File: config.mk
export PLATFORM = sky130hd
export DESIGN_NAME = truth_table_pipe
export DESIGN_NICKNAME = d
export VERILOG_FILES = /design/src/rtl/ttp_pkg.sv /design/src/rtl/ttp_lut.sv /design/src/rtl/truth_table_pipe.sv
export SDC_FILE = /design/constraint.sdc
export NUM_CORES = 1
export LEC_CHECK = 0
export BUFFER_PORTS_ARGS = -buffer_cell sky130_fd_sc_hd__clkbuf_2
export CAP_MARGIN = 20
export CELL_PAD_IN_SITES_DETAIL_PLACEMENT = 1
export CELL_PAD_IN_SITES_GLOBAL_PLACEMENT = 1
export CORE_UTILIZATION = 30
export CTS_BUF_LIST = sky130_fd_sc_hd__clkbuf_4 sky130_fd_sc_hd__clkbuf_8
export CTS_CLUSTER_DIAMETER = 120
export DETAILED_ROUTE_END_ITERATION = 6
export PLACE_DENSITY_LB_ADDON = 0.1
export SLEW_MARGIN = 20
export SYNTH_ARGS = -nofsm -noshare
export SYNTH_HDL_FRONTEND = slang
export SYNTH_SLANG_ARGS = --single-unit
File: constraint.sdc
create_clock -name clk -period 3.6 [get_ports clk]
set_input_delay 0.54 -clock clk [delete_from_list [all_inputs] [get_ports clk]]
set_output_delay 0.54 -clock clk [all_outputs]
set_load 0.005 [all_outputs]
File: src/rtl/ttp_pkg.sv
// ttp_pkg: shared truth-table width helper, default table and popcount
package ttp_pkg;
  function automatic int tt_w(input int n);
    return 1 << n;
  endfunction
  localparam int N_IN_DEF = 3;
  localparam int TT_W = tt_w(N_IN_DEF);
  localparam logic [TT_W-1:0] DEFAULT_TT = 8'b0011_1100;
  function automatic logic [6:0] popcount(input logic [63:0] v);
    logic [6:0] c;
    c = '0;
    for (int i = 0; i < 64; i++) c += 7'(v[i]);
    return c;
  endfunction
endpackage

File: src/rtl/ttp_lut.sv
// ttp_lut: combinational truth-table lookup of one N_IN-bit index
module ttp_lut #(
  parameter int N_IN = 3
) (
  input  logic [2**N_IN-1:0] tt,
  input  logic [N_IN-1:0]    idx,
  output logic               y
);
  assign y = tt[idx];
endmodule

File: src/rtl/truth_table_pipe.sv
// truth_table_pipe: 2-stage valid/ready truth-table evaluator; TTP_PARITY_EN adds out_par
module truth_table_pipe
  import ttp_pkg::*;
#(
  parameter int                N_IN       = 3,
  parameter int                CHANNELS   = 1,
  parameter logic [2**N_IN-1:0] DEFAULT_TT = ttp_pkg::DEFAULT_TT,
  parameter int                CNT_W      = 16
) (
  input  logic                     clk,
  input  logic                     n_reset,
  input  logic                     tt_load,
  input  logic [2**N_IN-1:0]       tt_data,
  input  logic                     in_valid,
  output logic                     in_ready,
  input  logic [CHANNELS*N_IN-1:0] in_data,
  output logic                     out_valid,
  input  logic                     out_ready,
  output logic [CHANNELS-1:0]      out_data,
  output logic                     busy,
  output logic                     load_err,
`ifdef TTP_PARITY_EN
  output logic                     out_par,
`endif
  output logic [CNT_W-1:0]         ones_count
);
  localparam int TW = tt_w(N_IN);
  logic s1_valid, s2_valid, adv1, adv2, accept, load_ok;
  logic [CHANNELS*N_IN-1:0] s1_data;
  logic [TW-1:0] tt;
  logic [CHANNELS-1:0] lut_y;
  logic [CNT_W:0] sum;
  assign adv2 = !s2_valid | out_ready;
  assign adv1 = !s1_valid | adv2;
  assign in_ready = adv1 & !tt_load;
  assign accept = in_valid & in_ready;
  assign busy = s1_valid | s2_valid;
  assign out_valid = s2_valid;
  assign load_ok = tt_load & !busy;
  assign sum = {1'b0, ones_count} + (CNT_W+1)'(popcount(64'(out_data)));
  for (genvar k = 0; k < CHANNELS; k++) begin : g_lut
    ttp_lut #(.N_IN(N_IN)) u_lut (.tt(tt), .idx(s1_data[k*N_IN +: N_IN]), .y(lut_y[k]));
  end
  // pipeline: stage 1 holds the input beat, stage 2 holds the lookup result
  always_ff @(posedge clk) begin
    if (!n_reset) begin
      s1_valid <= 1'b0;
      s2_valid <= 1'b0;
      out_data <= '0;
    end else begin
      if (adv1) begin
        s1_valid <= accept;
        if (accept) s1_data <= in_data;
      end
      if (adv2) begin
        s2_valid <= s1_valid;
        if (s1_valid) out_data <= lut_y;
      end
    end
  end
`ifdef TTP_PARITY_EN
  // parity travels with out_data through stage 2
  always_ff @(posedge clk) begin
    if (!n_reset) out_par <= 1'b0;
    else if (adv2 && s1_valid) out_par <= ^lut_y;
  end
`endif
  // table loads only when idle; delivered ones are counted with saturation
  always_ff @(posedge clk) begin
    if (!n_reset) begin
      tt <= DEFAULT_TT;
      ones_count <= '0;
      load_err <= 1'b0;
    end else begin
      load_err <= tt_load & busy;
      if (load_ok) begin
        tt <= tt_data;
        ones_count <= '0;
      end else if (out_valid && out_ready) begin
        ones_count <= sum[CNT_W] ? '1 : sum[CNT_W-1:0];
      end
    end
  end
endmodule

==> results of run 1 <==
## metrics by stage
step,hold WS (ns),cells,utilization [%]
2_1_floorplan,0.4351,153,-
3_3_place_gp,0.4501,237,37.19
3_5_place_dp,0.4698,237,37.19
4_1_cts,0.4230,245,40.24
5_1_grt,0.4226,245,40.24
6_report,0.4319,245,40.24
## registers in the layout (all words and copies together), names as in the netlist
| signal | flops |
|---|---|
| ones_count | 16 |
| out_valid | 1 |
| out_data | 1 |
| tt | 8 |
| load_err | 1 |
| s1_data | 3 |
| s1_valid | 1 |
## placed cells by master, fill, tap and decap left out, types with 4 or more instances in the layout
cell                        n
sky130_fd_sc_hd__xnor2_1    7
sky130_fd_sc_hd__dfxtp_1   28
sky130_fd_sc_hd__nor2_1     4
sky130_fd_sc_hd__inv_1      5
sky130_fd_sc_hd__nand2_1   26
sky130_fd_sc_hd__a21oi_2    9
sky130_fd_sc_hd__clkbuf_8   5
sky130_fd_sc_hd__a21boi_0   5
sky130_fd_sc_hd__clkbuf_2  36
sky130_fd_sc_hd__nor3_1     5
sky130_fd_sc_hd__nand3_1    9
## power by group
| part | leakage [nW] | switching (mW) | internal [mW] |
|---|---|---|---|
| sequential | 0.255 | 0.00688 | 0.358 |
| clock | 0.0688 | 0.132 | 0.284 |
| combinational | 0.363 | 0.0263 | 0.0200 |
| total | 0.687 | 0.166 | 0.663 |
## final cells by class
cell class                 instances  area, um^2
sequential                        31       650.6
multi-input combinational        113       749.5
tap                               52       65.06
fill                             543        2674
inverter                           5       18.77
timing repair buffer              36       180.2
clock buffer                       6       76.32
clock inverter                     2       60.06
## synth_stat cells
cell type and instances:
sky130_fd_sc_hd__o211ai_1 1, sky130_fd_sc_hd__nor2_1 4, sky130_fd_sc_hd__or4_4 1, sky130_fd_sc_hd__a21boi_0 5, sky130_fd_sc_hd__inv_1 5, sky130_fd_sc_hd__o31ai_1 1, sky130_fd_sc_hd__or4_1 2, sky130_fd_sc_hd__and2_1 2
sky130_fd_sc_hd__a31o_2 1, sky130_fd_sc_hd__nand3_2 2, sky130_fd_sc_hd__ha_1 2, sky130_fd_sc_hd__buf_1 1, sky130_fd_sc_hd__o21a_1 1, sky130_fd_sc_hd__mux2i_1 3, sky130_fd_sc_hd__a21oi_1 3, sky130_fd_sc_hd__clkbuf_1 2
sky130_fd_sc_hd__or3_4 1, sky130_fd_sc_hd__buf_6 1, sky130_fd_sc_hd__a311oi_1 2, sky130_fd_sc_hd__nand4_1 3, sky130_fd_sc_hd__o21bai_1 1, sky130_fd_sc_hd__xnor2_1 7, sky130_fd_sc_hd__xor2_1 1, sky130_fd_sc_hd__nor3b_1 1
sky130_fd_sc_hd__a21oi_4 1, sky130_fd_sc_hd__nor3_1 5, sky130_fd_sc_hd__nand3_1 9, sky130_fd_sc_hd__nor2b_1 3, sky130_fd_sc_hd__a21oi_2 9, sky130_fd_sc_hd__and3_1 1, sky130_fd_sc_hd__o22ai_1 1, sky130_fd_sc_hd__nand2b_1 1
sky130_fd_sc_hd__dfxtp_1 28, sky130_fd_sc_hd__mux4_2 1, sky130_fd_sc_hd__nand3b_1 1, sky130_fd_sc_hd__and4b_1 1, sky130_fd_sc_hd__o21ai_0 2, sky130_fd_sc_hd__nor4_1 3, sky130_fd_sc_hd__a31oi_1 3, sky130_fd_sc_hd__or3_1 1
sky130_fd_sc_hd__edfxtp_1 3, sky130_fd_sc_hd__nand2_1 26, sky130_fd_sc_hd__a41o_1 1
## path summary, 6_finish.rpt
check / start / to / cells past startpoint
worst max-delay path: out_data / ones_count[11] / 5
worst min-delay path: in_data[1] / s1_data[1] / 1
worst max register to register: out_data / ones_count[11] / 5
worst min register to register: tt[2] / tt[2] / 2
## logic make-up after synthesis
kind of cell / Yosys count / share of synthesized area [%]
flip-flops: 31 / 45.14
adder cells (fa/ha/maj): 2 / 1.736
AND/OR/NAND/NOR: 67 / 24.48
AO/OA/AOI/OAI: 32 / 17.28
XOR/XNOR: 8 / 4.861
multiplexers: 4 / 3.646
buffers and inverters: 9 / 2.865
## critical path: stages, from the launching register on
cell and delay, ns:
sky130_fd_sc_hd__dfxtp_1 0.39, sky130_fd_sc_hd__ha_1 0.20, sky130_fd_sc_hd__nand3_2 0.17, sky130_fd_sc_hd__or3_4 0.43, sky130_fd_sc_hd__or4_4 0.63, sky130_fd_sc_hd__a31oi_1 0.18
## metal layers
layer	track usage, %	vias up
met5	0	-
met4	4.667	0
met3	2.954	5
met2	24.34	21
met1	20.33	628
li1	-	632
==> PnR_summary.wiki, run 1 <==
{| class="wikitable"
! Metric !! Value
|-
| Result of the run || finished with violations
|-
| Violations in the final reports || design-rule violations
|-
| Fin area || ~1800 um^2
|-
| Startpoint class of the critical path || register
|-
| Unrepaired setup endpoints after global routing || no
|-
| Hold_buf cts || 0
|-
| Share of Yosys cell area claimed by the top area cell type || between 30% and 40%
|-
| Y dimension of the die || between 70 and 80 um
|-
| Syn avg cell area || roughly 9.4 um^2
|-
| Routed length per instance || 14.31 um
|-
| Worst EP required || 3.79 ns
|-
| Time the worst path needs with I/O delays and setup || approximately 2.1 ns
|-
| Total length of routed met2 wires || ~1600 um
|-
| Detailed-route wire length on metal 1 || about 1700 um
|-
| Distinct cell type count after synthesis || 43
|-
| Fraction of layout instances using a drive strength above 1 || a little under a third
|-
| Reg2reg setup slack || between 1.5 and 2 ns
|-
| Wire length of the first global-routing pass || approximately 6000 um
|-
| HPWL after detailed placement || between 2000 and 3000 um
|-
| Effective utilization at floorplan || approximately 32%
|-
| Number of instances resized during post-cts repair || 0
|-
| Arrival time of the worst setup path || approximately 2.3 ns
|-
| Number of buffer cells added on primary ports || 36
|-
| Cell type contributing the most total cell area after synthesis || sky130_fd_sc_hd__dfxtp_1
|-
| Flip-flop and latch count after synthesis || 31
|-
| Post-layout power || ~830 uW
|-
| Length of routed met3 wiring || approximately 110 um
|-
| P_leak || 0.6869 nW
|-
| Global route overflow || 0
|-
| Number of post-CTS setup repair buffers || 0
|-
| Yosys warns || 0
|-
| Number of nets in the layout || 210
|-
| CTS tree || yes
|-
| Fraction of the yosys area taken by sequential cells || between 40% and 50%
|-
| GPL Wtd Cong || approximately 0.8
|-
| Area of the die || 5086 um^2
|-
| Overall die width || approximately 71 um
|-
| Worst min-delay path class || in2reg
|-
| Maximum VDD drop || about 0.14 mV
|-
| Critical Path Sink Type || register
|-
| Via count || 1,286
|-
| Total power density per cell area || around 460 nW/um^2
|-
| Total count of hold-check failures in the final report || 0
|-
| Std-Cell Rows || 24
|-
| Library cell used as clock root buffer || sky130_fd_sc_hd__clkbuf_8
|-
| Final setup fails || 0
|-
| DRC || 2
|-
| Worst-path fanout max || 12
|-
| Pre-CTS worst setup slack || roughly 1.4 ns
|-
| DR iter-0 viols || 62
|-
| Worst clock skew || approximately 0.0065 ns
|-
| Main area contributors after synthesis || sky130_fd_sc_hd__dfxtp_1 39%, sky130_fd_sc_hd__nand2_1 6.8%, sky130_fd_sc_hd__edfxtp_1 6.3%
|-
| Peak Freq || roughly 0.48 GHz
|-
| Number of max-capacitance violations reported || 0
|-
| Clock latency of the later-clocked register in the worst-skew pair || 0.28 ns
|-
| Layout-stage area growth over the synthesis result || 24.91%
|-
| Transition time at the pin with the least slew margin || 0.8474 ns
|-
| Number of top-level pins || 37
|-
| Ant diodes || 0
|-
| H-tree depth reported by CTS || 2
|-
| Worst slew margin relative to its limit || about 43%
|-
| Setup TNS || 0 ns
|-
| First-pass iteration count of the detailed router || 7
|-
| Final slew viol count || 0
|-
| Wire length reported by the detailed router || ~3500 um
|-
| Sinks on Clock Net || 31
|-
| Summed instance area of the synthesized netlist || ~1400 um^2
|-
| Antenna violations before repair || 0
|-
| Worst setup margin || about 1.5 ns
|-
| Placement Cell Area || between 1500 and 2000 um^2
|-
| Maximum number of pins on one net before global-route repair || 17
|-
| Area of the core region || roughly 4500 um^2
|-
| Top routing layer in use || met4
|-
| Share of the clock period used by the worst path || between 50% and 60%
|-
| Number of global-route vias before repair || 1,302
|-
| Gr usage total || 15.06%
|-
| Clock buffers created by TritonCTS || 5
|-
| Post-CTS clock slew at the launch and capture registers of the worst setup and hold paths || 0.07 ns
|-
| Post-detailed-route via-to-cell ratio || approximately 5.2
|-
| Post-Synthesis Cells || 153
|-
| Maximum count of clock buffers along a single path || 2
|-
| Category of the critical setup timing path || reg2reg
|-
| Number of nets still failing antenna checks after routing || 0
|-
| Post-synth net total || 171
|}
No activity file was read; power rests on OpenSTA's default activity.
==> run 2, diff against run 1 <==
--- a/config.mk
+++ b/config.mk
@@ -5,6 +5,7 @@
 export SDC_FILE = /design/constraint.sdc
 export NUM_CORES = 1
 export LEC_CHECK = 0
+export ABC_AREA = 1
 export BUFFER_PORTS_ARGS = -buffer_cell sky130_fd_sc_hd__clkbuf_2
 export CAP_MARGIN = 20
 export CELL_PAD_IN_SITES_DETAIL_PLACEMENT = 1
==> constraint.sdc (replaced) <==
create_clock -name clk -period 1.8 [get_ports clk]
set_input_delay 0.27 -clock clk [delete_from_list [all_inputs] [get_ports clk]]
set_output_delay 0.27 -clock clk [all_outputs]
set_load 0.005 [all_outputs]
==> PnR_summary.wiki, run 2 <==
{| class="wikitable"
! Metric !! Value
|-
| Result of the run || completed
|-
| Fin area || 1996 um^2 (+11%)
|-
| Sinks on Clock Net || 31 (unchanged)
|-
| Global routing met1 resource utilization || 25.50% (+5.2 points)
|-
| Category of the critical setup timing path || reg2reg
|-
| Distinct cell type count after synthesis || 29 (-33%)
|-
| Syn avg cell area || 7.099 um^2 (-25%)
|-
| Cells along the critical path || ha_1, nand3_1, nor3_1, nand2_1, nand2_1, nand2_1, nor2_1, nor2_1
|-
| DRC || 0 (-2)
|-
| Total count of hold-check failures in the final report || 0 (unchanged)
|-
| Largest registers in the final layout || ones_count x16, tt x8, s1_data x3
|-
| Number of flip-flops under the largest register name || 16 (unchanged)
|-
| Clock buffers created by TritonCTS || 5 (unchanged)
|-
| Critical Path Sink Type || register
|-
| Startpoint class of the critical path || register
|-
| Worst min-delay path class || in2reg
|-
| Delay of the slowest critical-path stage || 0.39 ns (-0.24 ns)
|-
| Setup TNS || 0 ns (unchanged)
|-
| Library cell used as clock root buffer || sky130_fd_sc_hd__clkbuf_8
|-
| Count of buffer and inverter cells on the critical path || 0 (unchanged)
|-
| Peak Freq || 0.6319 GHz (+32%)
|-
| Post-detailed-route via-to-cell ratio || 4.605 (-12%)
|-
| Worst clock skew || 0.002718 ns (-0.003773 ns)
|-
| HPWL after detailed placement || 3495 um (+33%)
|-
| Share of synthesized registers carrying an async set or reset || 0% (unchanged)
|-
| Share of Yosys cell area claimed by the top area cell type || 34.33% (-4.6 points)
|-
| Number of nets still failing antenna checks after routing || 0 (unchanged)
|-
| First-pass iteration count of the detailed router || 4 (-3)
|-
| Post-route core utilization || 38.58% (-1.7 points)
|-
| Worst slew margin relative to its limit || 68.34% (+25 points)
|-
| Cell mode on critical path || sky130_fd_sc_hd__nand2_1
|-
| Top cells by instance count after synthesis || 55 x sky130_fd_sc_hd__nand2_1, 33 x sky130_fd_sc_hd__inv_1, 28 x sky130_fd_sc_hd__dfxtp_1, 22 x sky130_fd_sc_hd__nor2_1, 16 x sky130_fd_sc_hd__nand3_1
|-
| DP Cell Count || 334 (+41%)
|-
| Wire length reported by the detailed router || 4354 um (+24%)
|-
| Wire length of the first global-routing pass || 7355 um (+21%)
|-
| H-tree depth reported by CTS || 2 (unchanged)
|-
| Maximum count of clock buffers along a single path || 2 (unchanged)
|-
| Routed length per instance || 12.73 um (-11%)
|-
| Fill cell count || 682 (+26%)
|-
| Arrival time of the worst setup path || 1.76 ns (-0.51 ns)
|-
| Global-route met3 utilization || 4.497% (+1.5 points)
|-
| Fraction of the yosys area taken by sequential cells || 39.85% (-5.3 points)
|-
| Antenna violations before repair || 0 (unchanged)
|-
| Main area contributors after synthesis || sky130_fd_sc_hd__dfxtp_1 34%, sky130_fd_sc_hd__nand2_1 13%, sky130_fd_sc_hd__inv_1 7.6%
|-
| Placement Cell Area || 1888 um^2 (+13%)
|-
| Overall die width || 75.78 um (+6.3%)
|-
| Sequential cell area || 650.6 um^2 (unchanged)
|-
| Share of the clock period used by the worst path || 87.92% (+30 points)
|-
| Final worst hold slack || 0.1548 ns (-0.2770 ns)
|-
| Total power density per cell area || 760.9 nW/um^2 (+65%)
|-
| Post-layout power || 1.519 mW (+83%)
|-
| Transition time at the pin with the least slew margin || 0.4713 ns (-0.3762 ns)
|-
| Number of max-capacitance violations reported || 0 (unchanged)
|-
| Post-synth top flop || sky130_fd_sc_hd__dfxtp_1
|-
| Commonest cells after routing, fill and taps aside || 55 x sky130_fd_sc_hd__nand2_1, 36 x sky130_fd_sc_hd__clkbuf_2, 33 x sky130_fd_sc_hd__inv_1, 28 x sky130_fd_sc_hd__dfxtp_1, 22 x sky130_fd_sc_hd__nor2_1
|-
| Worst setup margin || 0.2175 ns (-1.295 ns)
|-
| Via count || 1,575 (+22%)
|-
| Global route hottest layer || met1
|-
| Unrepaired setup endpoints after global routing || no
|-
| Number of nets in the layout || 289 (+38%)
|-
| Yosys warns || 0 (unchanged)
|-
| Ant diodes || 0 (unchanged)
|-
| Area of the core region || 5172 um^2 (+16%)
|-
| Met2 layer usage reported by global route || 24.58% (+0.24 points)
|-
| Post-synth net total || 248 (+45%)
|-
| Global route overflow || 0 (unchanged)
|-
| Cell type contributing the most total cell area after synthesis || sky130_fd_sc_hd__dfxtp_1
|-
| Pre-CTS worst setup slack || 0.2521 ns (-1.160 ns)
|-
| Number of instances resized during post-cts repair || 0 (unchanged)
|-
| Most flop-heavy register || ones_count
|-
| Gr usage total || 17.44% (+2.4 points)
|-
| Final std cells w/o fill || 342 (+40%)
|-
| Post-CTS clock slew at the launch and capture registers of the worst setup and hold paths || 0.07 ns (about the same)
|-
| Area of the die || 5742 um^2 (+13%)
|-
| Clock latency of the later-clocked register in the worst-skew pair || 0.29 ns (about the same)
|-
| Maximum VDD drop || 0.3059 mV (+120%)
|-
| Final setup fails || 0 (unchanged)
|-
| Worst path top cell family by delay || simple AND/OR/NAND/NOR gates
|-
| Layout-stage area growth over the synthesis result || 22.22%
|-
| Number of synthesized flops with an enable pin || 3 (unchanged)
|-
| Time the worst path needs with I/O delays and setup || 1.582 ns (-0.5054 ns)
|-
| Most numerous cell in the Yosys netlist || sky130_fd_sc_hd__nand2_1
|-
| Fraction of layout instances using a drive strength above 1 || 25.00% (-6.1 points)
|-
| Y dimension of the die || 75.78 um (+6.3%)
|-
| Number of top-level pins || 37 (unchanged)
|-
| Effective utilization at floorplan || 31.57% (-0.65 points)
|-
| Std-Cell Rows || 26 (+8.3%)
|-
| Multi-input gate area || 819.5 um^2 (+9.3%)
|-
| Number of buffer cells added on primary ports || 36 (unchanged)
|-
| Post-Synthesis Cells || 230 (+50%)
|-
| Worst EP required || 1.98 ns (-1.81 ns)
|-
| Maximum number of pins on one net before global-route repair || 12 (-5)
|-
| Critical Path Slowest Stage Cell || sky130_fd_sc_hd__dfxtp_1
|-
| Final slew viol count || 0 (unchanged)
|-
| Flip-flop and latch count after synthesis || 31 (unchanged)
|-
| Hold_buf cts || 0 (unchanged)
|-
| Worst-path fanout max || 4 (-8)
|-
| Number of post-CTS setup repair buffers || 0 (unchanged)
|-
| Number of global-route vias before repair || 1,513 (+16%)
|-
| GPL Wtd Cong || 0.8183 (+5.0%)
|-
| Most frequent standard cell in the layout excluding fill and tap cells || sky130_fd_sc_hd__nand2_1
|-
| Summed instance area of the synthesized netlist || 1633 um^2 (+13%)
|-
| DR iter-0 viols || 39 (-37%)
|-
| P_leak || 0.8961 nW (+30%)
|-
| CTS tree || yes
|}
-- run 2: cell count changes in the layout (fill, tap and decap cells not counted), sizes merged, moves of 4 or more --
cell,before,now
xnor2,7,2
nor2,4,33
a21boi,5,0
nand3,11,17
inv,5,36
nand2,26,62
o211ai,1,5
o21ai,2,9
-- run 2: cell families (layout without fill, tap and decap cells) --
| logic type | count (synthesis) | count (layout) | share of synthesized area [%] |
|---|---|---|---|
| compound gates | 31 | 31 | 10.65 |
| flops | 31 | 31 | 39.85 |
| buf+inv | 40 | 82 | 9.961 |
| xor+xnor | 5 | 5 | 2.682 |
| fa+ha+maj | 2 | 2 | 1.532 |
| simple gates | 121 | 121 | 35.33 |
-- run 2: layout make-up --
cell class              instances  share of cell area (%)
multi-input cells             159                   41.07
clock inverters                 3                   1.944
clock buffers                   5                   3.448
repair buffers                 37                   9.404
well taps                      70                   4.389
inverters                      37                   7.147
flip-flops and latches         31                   32.60
-- run 2: report_power, final --
group	internal, mW	leakage [nW]	switching (mW)
registers	0.718	0.255	0.0108
logic	0.0395	0.585	0.0632
clock network	0.405	0.0556	0.282
-- run 2: worst reg2reg max path, cell delays in order, from the launching register on --
cell                      delay [ns]
sky130_fd_sc_hd__dfxtp_1        0.39
sky130_fd_sc_hd__ha_1           0.22
sky130_fd_sc_hd__nand3_1        0.10
sky130_fd_sc_hd__nor3_1         0.39
sky130_fd_sc_hd__nand2_1        0.10
sky130_fd_sc_hd__nand2_1        0.08
sky130_fd_sc_hd__nand2_1        0.06
sky130_fd_sc_hd__nor2_1         0.09
sky130_fd_sc_hd__nor2_1         0.04
-- run 2: worst paths after layout --
kind               from       endpoint  slack, ns  cells past startpoint
min          in_data[0]     s1_data[0]       0.15                      1
min reg2reg       tt[6]          tt[6]       0.45                      2
max reg2reg    out_data  ones_count[7]       0.22                      8
max            out_data  ones_count[7]       0.22                      8
-- run 2: per-layer routing --
metal	vias to the layer above	part of all wire (%)
li1	814	-
met1	720	55
met2	36	40
met3	5	4.5
met4	0	1.4
met5	-	0
==> run 3, diff against run 2 <==
--- a/config.mk
+++ b/config.mk
@@ -5,7 +5,6 @@
 export SDC_FILE = /design/constraint.sdc
 export NUM_CORES = 1
 export LEC_CHECK = 0
-export ABC_AREA = 1
 export BUFFER_PORTS_ARGS = -buffer_cell sky130_fd_sc_hd__clkbuf_2
 export CAP_MARGIN = 20
 export CELL_PAD_IN_SITES_DETAIL_PLACEMENT = 1
==> PnR_summary.wiki, run 3 (synthesis gave the netlist of run 1 again) <==
{| class="wikitable"
! Metric !! Value
|-
| Result of the run || finished with violations
|-
| Violations in the final reports || design-rule violations
|-
| Number of nets still failing antenna checks after routing || 0 (unchanged)
|-
| Gr usage total || 16.55% (-0.89 points)
|-
| Switching power share of the total || 22.05% (-1.4 points)
|-
| Internal Pwr Total || 1.128 mW (-3.0%)
|-
| Time the worst path needs with I/O delays and setup || 1.799 ns (+0.2161 ns)
|-
| DRC || 3 (+3)
|-
| Arrival time of the worst setup path || 2.01 ns (+0.25 ns)
|-
| Total count of hold-check failures in the final report || 0 (unchanged)
|-
| Total power density per cell area || 746.1 nW/um^2 (-2.0%)
|-
| Post-CTS clock slew at the launch and capture registers of the worst setup and hold paths || 0.06 ns (about the same)
|-
| Worst slew margin relative to its limit || 74.43% (+6.1 points)
|-
| Category of the critical setup timing path || reg2reg
|-
| Fill cell count || 537 (-21%)
|-
| CTS tree || yes
|-
| Routed length per instance || 14.73 um (+16%)
|-
| Fraction of layout instances using a drive strength above 1 || 38.68% (+14 points)
|-
| Largest registers in the final layout || ones_count x16, tt x8, s1_data x3
|-
| Post-route core utilization || 43.34% (+4.8 points)
|-
| Number of flip-flops under the largest register name || 16 (unchanged)
|-
| Post-detailed-route via-to-cell ratio || 5.072 (+10%)
|-
| Critical Path Slowest Stage Cell || sky130_fd_sc_hd__or4_4
|-
| Number of max-capacitance violations reported || 0 (unchanged)
|-
| Worst path top cell family by delay || simple AND/OR/NAND/NOR gates
|-
| Pre-CTS worst setup slack || 0.01248 ns (-0.2396 ns)
|-
| Layout-stage area growth over the synthesis result || 34.55%
|-
| Peak Freq || 0.5560 GHz (-12%)
|-
| Antenna violations before repair || 0 (unchanged)
|-
| DR iter-0 viols || 64 (+64%)
|-
| HPWL after detailed placement || 2938 um (-16%)
|-
| Number of nets in the layout || 229 (-21%)
|-
| Commonest cells after routing, fill and taps aside || 36 x sky130_fd_sc_hd__clkbuf_2, 26 x sky130_fd_sc_hd__nand2_1, 26 x sky130_fd_sc_hd__dfxtp_1, 18 x sky130_fd_sc_hd__buf_4
|-
| Most frequent standard cell in the layout excluding fill and tap cells || sky130_fd_sc_hd__clkbuf_2
|-
| Wire length reported by the detailed router || 3890 um (-11%)
|-
| Final setup fails || 0 (unchanged)
|-
| Effective utilization at floorplan || 32.21% (+0.65 points)
|-
| Net switching component of the power || 319.0 uW (-10%)
|-
| Setup TNS || 0 ns (unchanged)
|-
| H-tree depth reported by CTS || 2 (unchanged)
|-
| Maximum count of clock buffers along a single path || 2 (unchanged)
|-
| Maximum VDD drop || 0.3368 mV (+10%)
|-
| P_leak || 0.7601 nW (-15%)
|-
| Worst min-delay path class || in2reg
|-
| GPL Wtd Cong || 0.7312 (-11%)
|-
| Area of the die || 5086 um^2 (-11%)
|-
| Number of buffer cells added on primary ports || 36 (unchanged)
|-
| Area of the core region || 4474 um^2 (-13%)
|-
| Cells along the critical path || ha_4, nand3_4, or3_4, or4_4, a21oi_2
|-
| Share of the clock period used by the worst path || 99.92% (+12 points)
|-
| Startpoint class of the critical path || register
|-
| Overall die width || 71.32 um (-5.9%)
|-
| Relative contribution of combinational cells to total power || 7.1% (+0.3 points)
|-
| Final slew viol count || 0 (unchanged)
|-
| Final worst hold slack || 0.1716 ns (+0.01671 ns)
|-
| Global route overflow || 0 (unchanged)
|-
| Clock latency of the later-clocked register in the worst-skew pair || 0.27 ns (-0.02 ns)
|-
| Count of buffer and inverter cells on the critical path || 0 (unchanged)
|-
| Sinks on Clock Net || 31 (unchanged)
|-
| Fin area || 1939 um^2 (-2.8%)
|-
| Number of top-level pins || 37 (unchanged)
|-
| Delay of the slowest critical-path stage || 0.63 ns (+0.24 ns)
|-
| Via count || 1,339 (-15%)
|-
| Y dimension of the die || 71.32 um (-5.9%)
|-
| Critical Path Sink Type || register
|-
| Ant diodes || 0 (unchanged)
|-
| Number of global-route vias before repair || 1,455 (-3.8%)
|-
| Most flop-heavy register || ones_count
|-
| Transition time at the pin with the least slew margin || 0.3801 ns (-0.09118 ns)
|-
| Worst-path fanout max || 6 (+2)
|-
| Worst setup margin || 0.001443 ns (-0.2161 ns)
|-
| First-pass iteration count of the detailed router || 6 (+2)
|-
| Library cell used as clock root buffer || sky130_fd_sc_hd__clkbuf_8
|-
| Placement Cell Area || 1817 um^2 (-3.8%)
|-
| Unrepaired setup endpoints after global routing || yes
|-
| Share of power burned in registers || 50.4% (+2.4 points)
|-
| Std-Cell Rows || 24 (-7.7%)
|-
| Maximum number of pins on one net before global-route repair || 17 (+5)
|-
| Wire length of the first global-routing pass || 6630 um (-9.9%)
|-
| Worst clock skew || 0.003237 ns (+0.0005199 ns)
|-
| Clock network fraction of design power || 42.5% (-2.7 points)
|-
| Worst EP required || 2.01 ns (+0.03 ns)
|-
| Clock buffers created by TritonCTS || 5 (unchanged)
|}
run 3: cell types whose count changed in the layout (fill, tap and decap cells not counted), moves of 8 or more:
cell                      delta
sky130_fd_sc_hd__a21oi_2     +8
sky130_fd_sc_hd__a21oi_1    -12
sky130_fd_sc_hd__inv_1      -28
sky130_fd_sc_hd__nand2_1    -29
sky130_fd_sc_hd__buf_4      +17
sky130_fd_sc_hd__nor2_1     -18
run 3: final timing paths:
kind / cells after the start / startpoint / slack, ns / endpoint
worst max-delay path: 5 / out_data / 0.001 / ones_count[2]
worst min-delay path: 1 / in_data[2] / 0.17 / s1_data[2]
worst max register to register: 5 / out_data / 0.001 / ones_count[2]
worst min register to register: 2 / tt[5] / 0.47 / tt[5]
run 3: repair_timing:
item,4_1_cts,5_1_grt
resized for setup,0,1
endpoints found under the hold margin,0,0
setup endpoints to repair,0,12
hold buffers,0,0
buffers inserted,0,1
run 3: routing by layer:
layer | share of wire [%] | global-route usage (%)
met1 | 48 | 20.84
met3 | 3.2 | 3.797
met2 | 48 | 28.36
met4 | 0.49 | 4.667
met5 | 0 | 0
run 3: per-stage QoR:
| step | cells | total power [mW] |
|---|---|---|
| after global placement | 254 | 0.8447 |
| after global routing | 264 | 1.510 |
| final | 264 | 1.447 |
| after CTS | 262 | 1.465 |
| after floorplan | 153 | 0.7985 |
| after detailed placement | 254 | 0.8499 |
run 3: area by class of cell:
type                       count  area, um^2  area share [%]
timing repair buffer          54       315.3           16.26
inverter                       5       18.77          0.9677
multi-input combinational    114       780.7           40.26
tap                           52       65.06           3.355
clock buffer                   8       103.9           5.355
sequential                    31       655.6           33.81
run 3: power groups by stage:
stage                     combinational, mW  sequential, mW  clock (mW)
after floorplan                      0.0563           0.742           0
after global placement                0.101           0.743           0
after detailed placement              0.105           0.745           0
after CTS                             0.106           0.729       0.630
after global routing                  0.117           0.732       0.660
final                                 0.103           0.729       0.615
run 3: worst reg2reg max path: stages (launching register included):
cell and delay (ns):
sky130_fd_sc_hd__dfxtp_4 0.36, sky130_fd_sc_hd__ha_4 0.14, sky130_fd_sc_hd__nand3_4 0.08, sky130_fd_sc_hd__or3_4 0.35, sky130_fd_sc_hd__or4_4 0.63, sky130_fd_sc_hd__a21oi_2 0.17
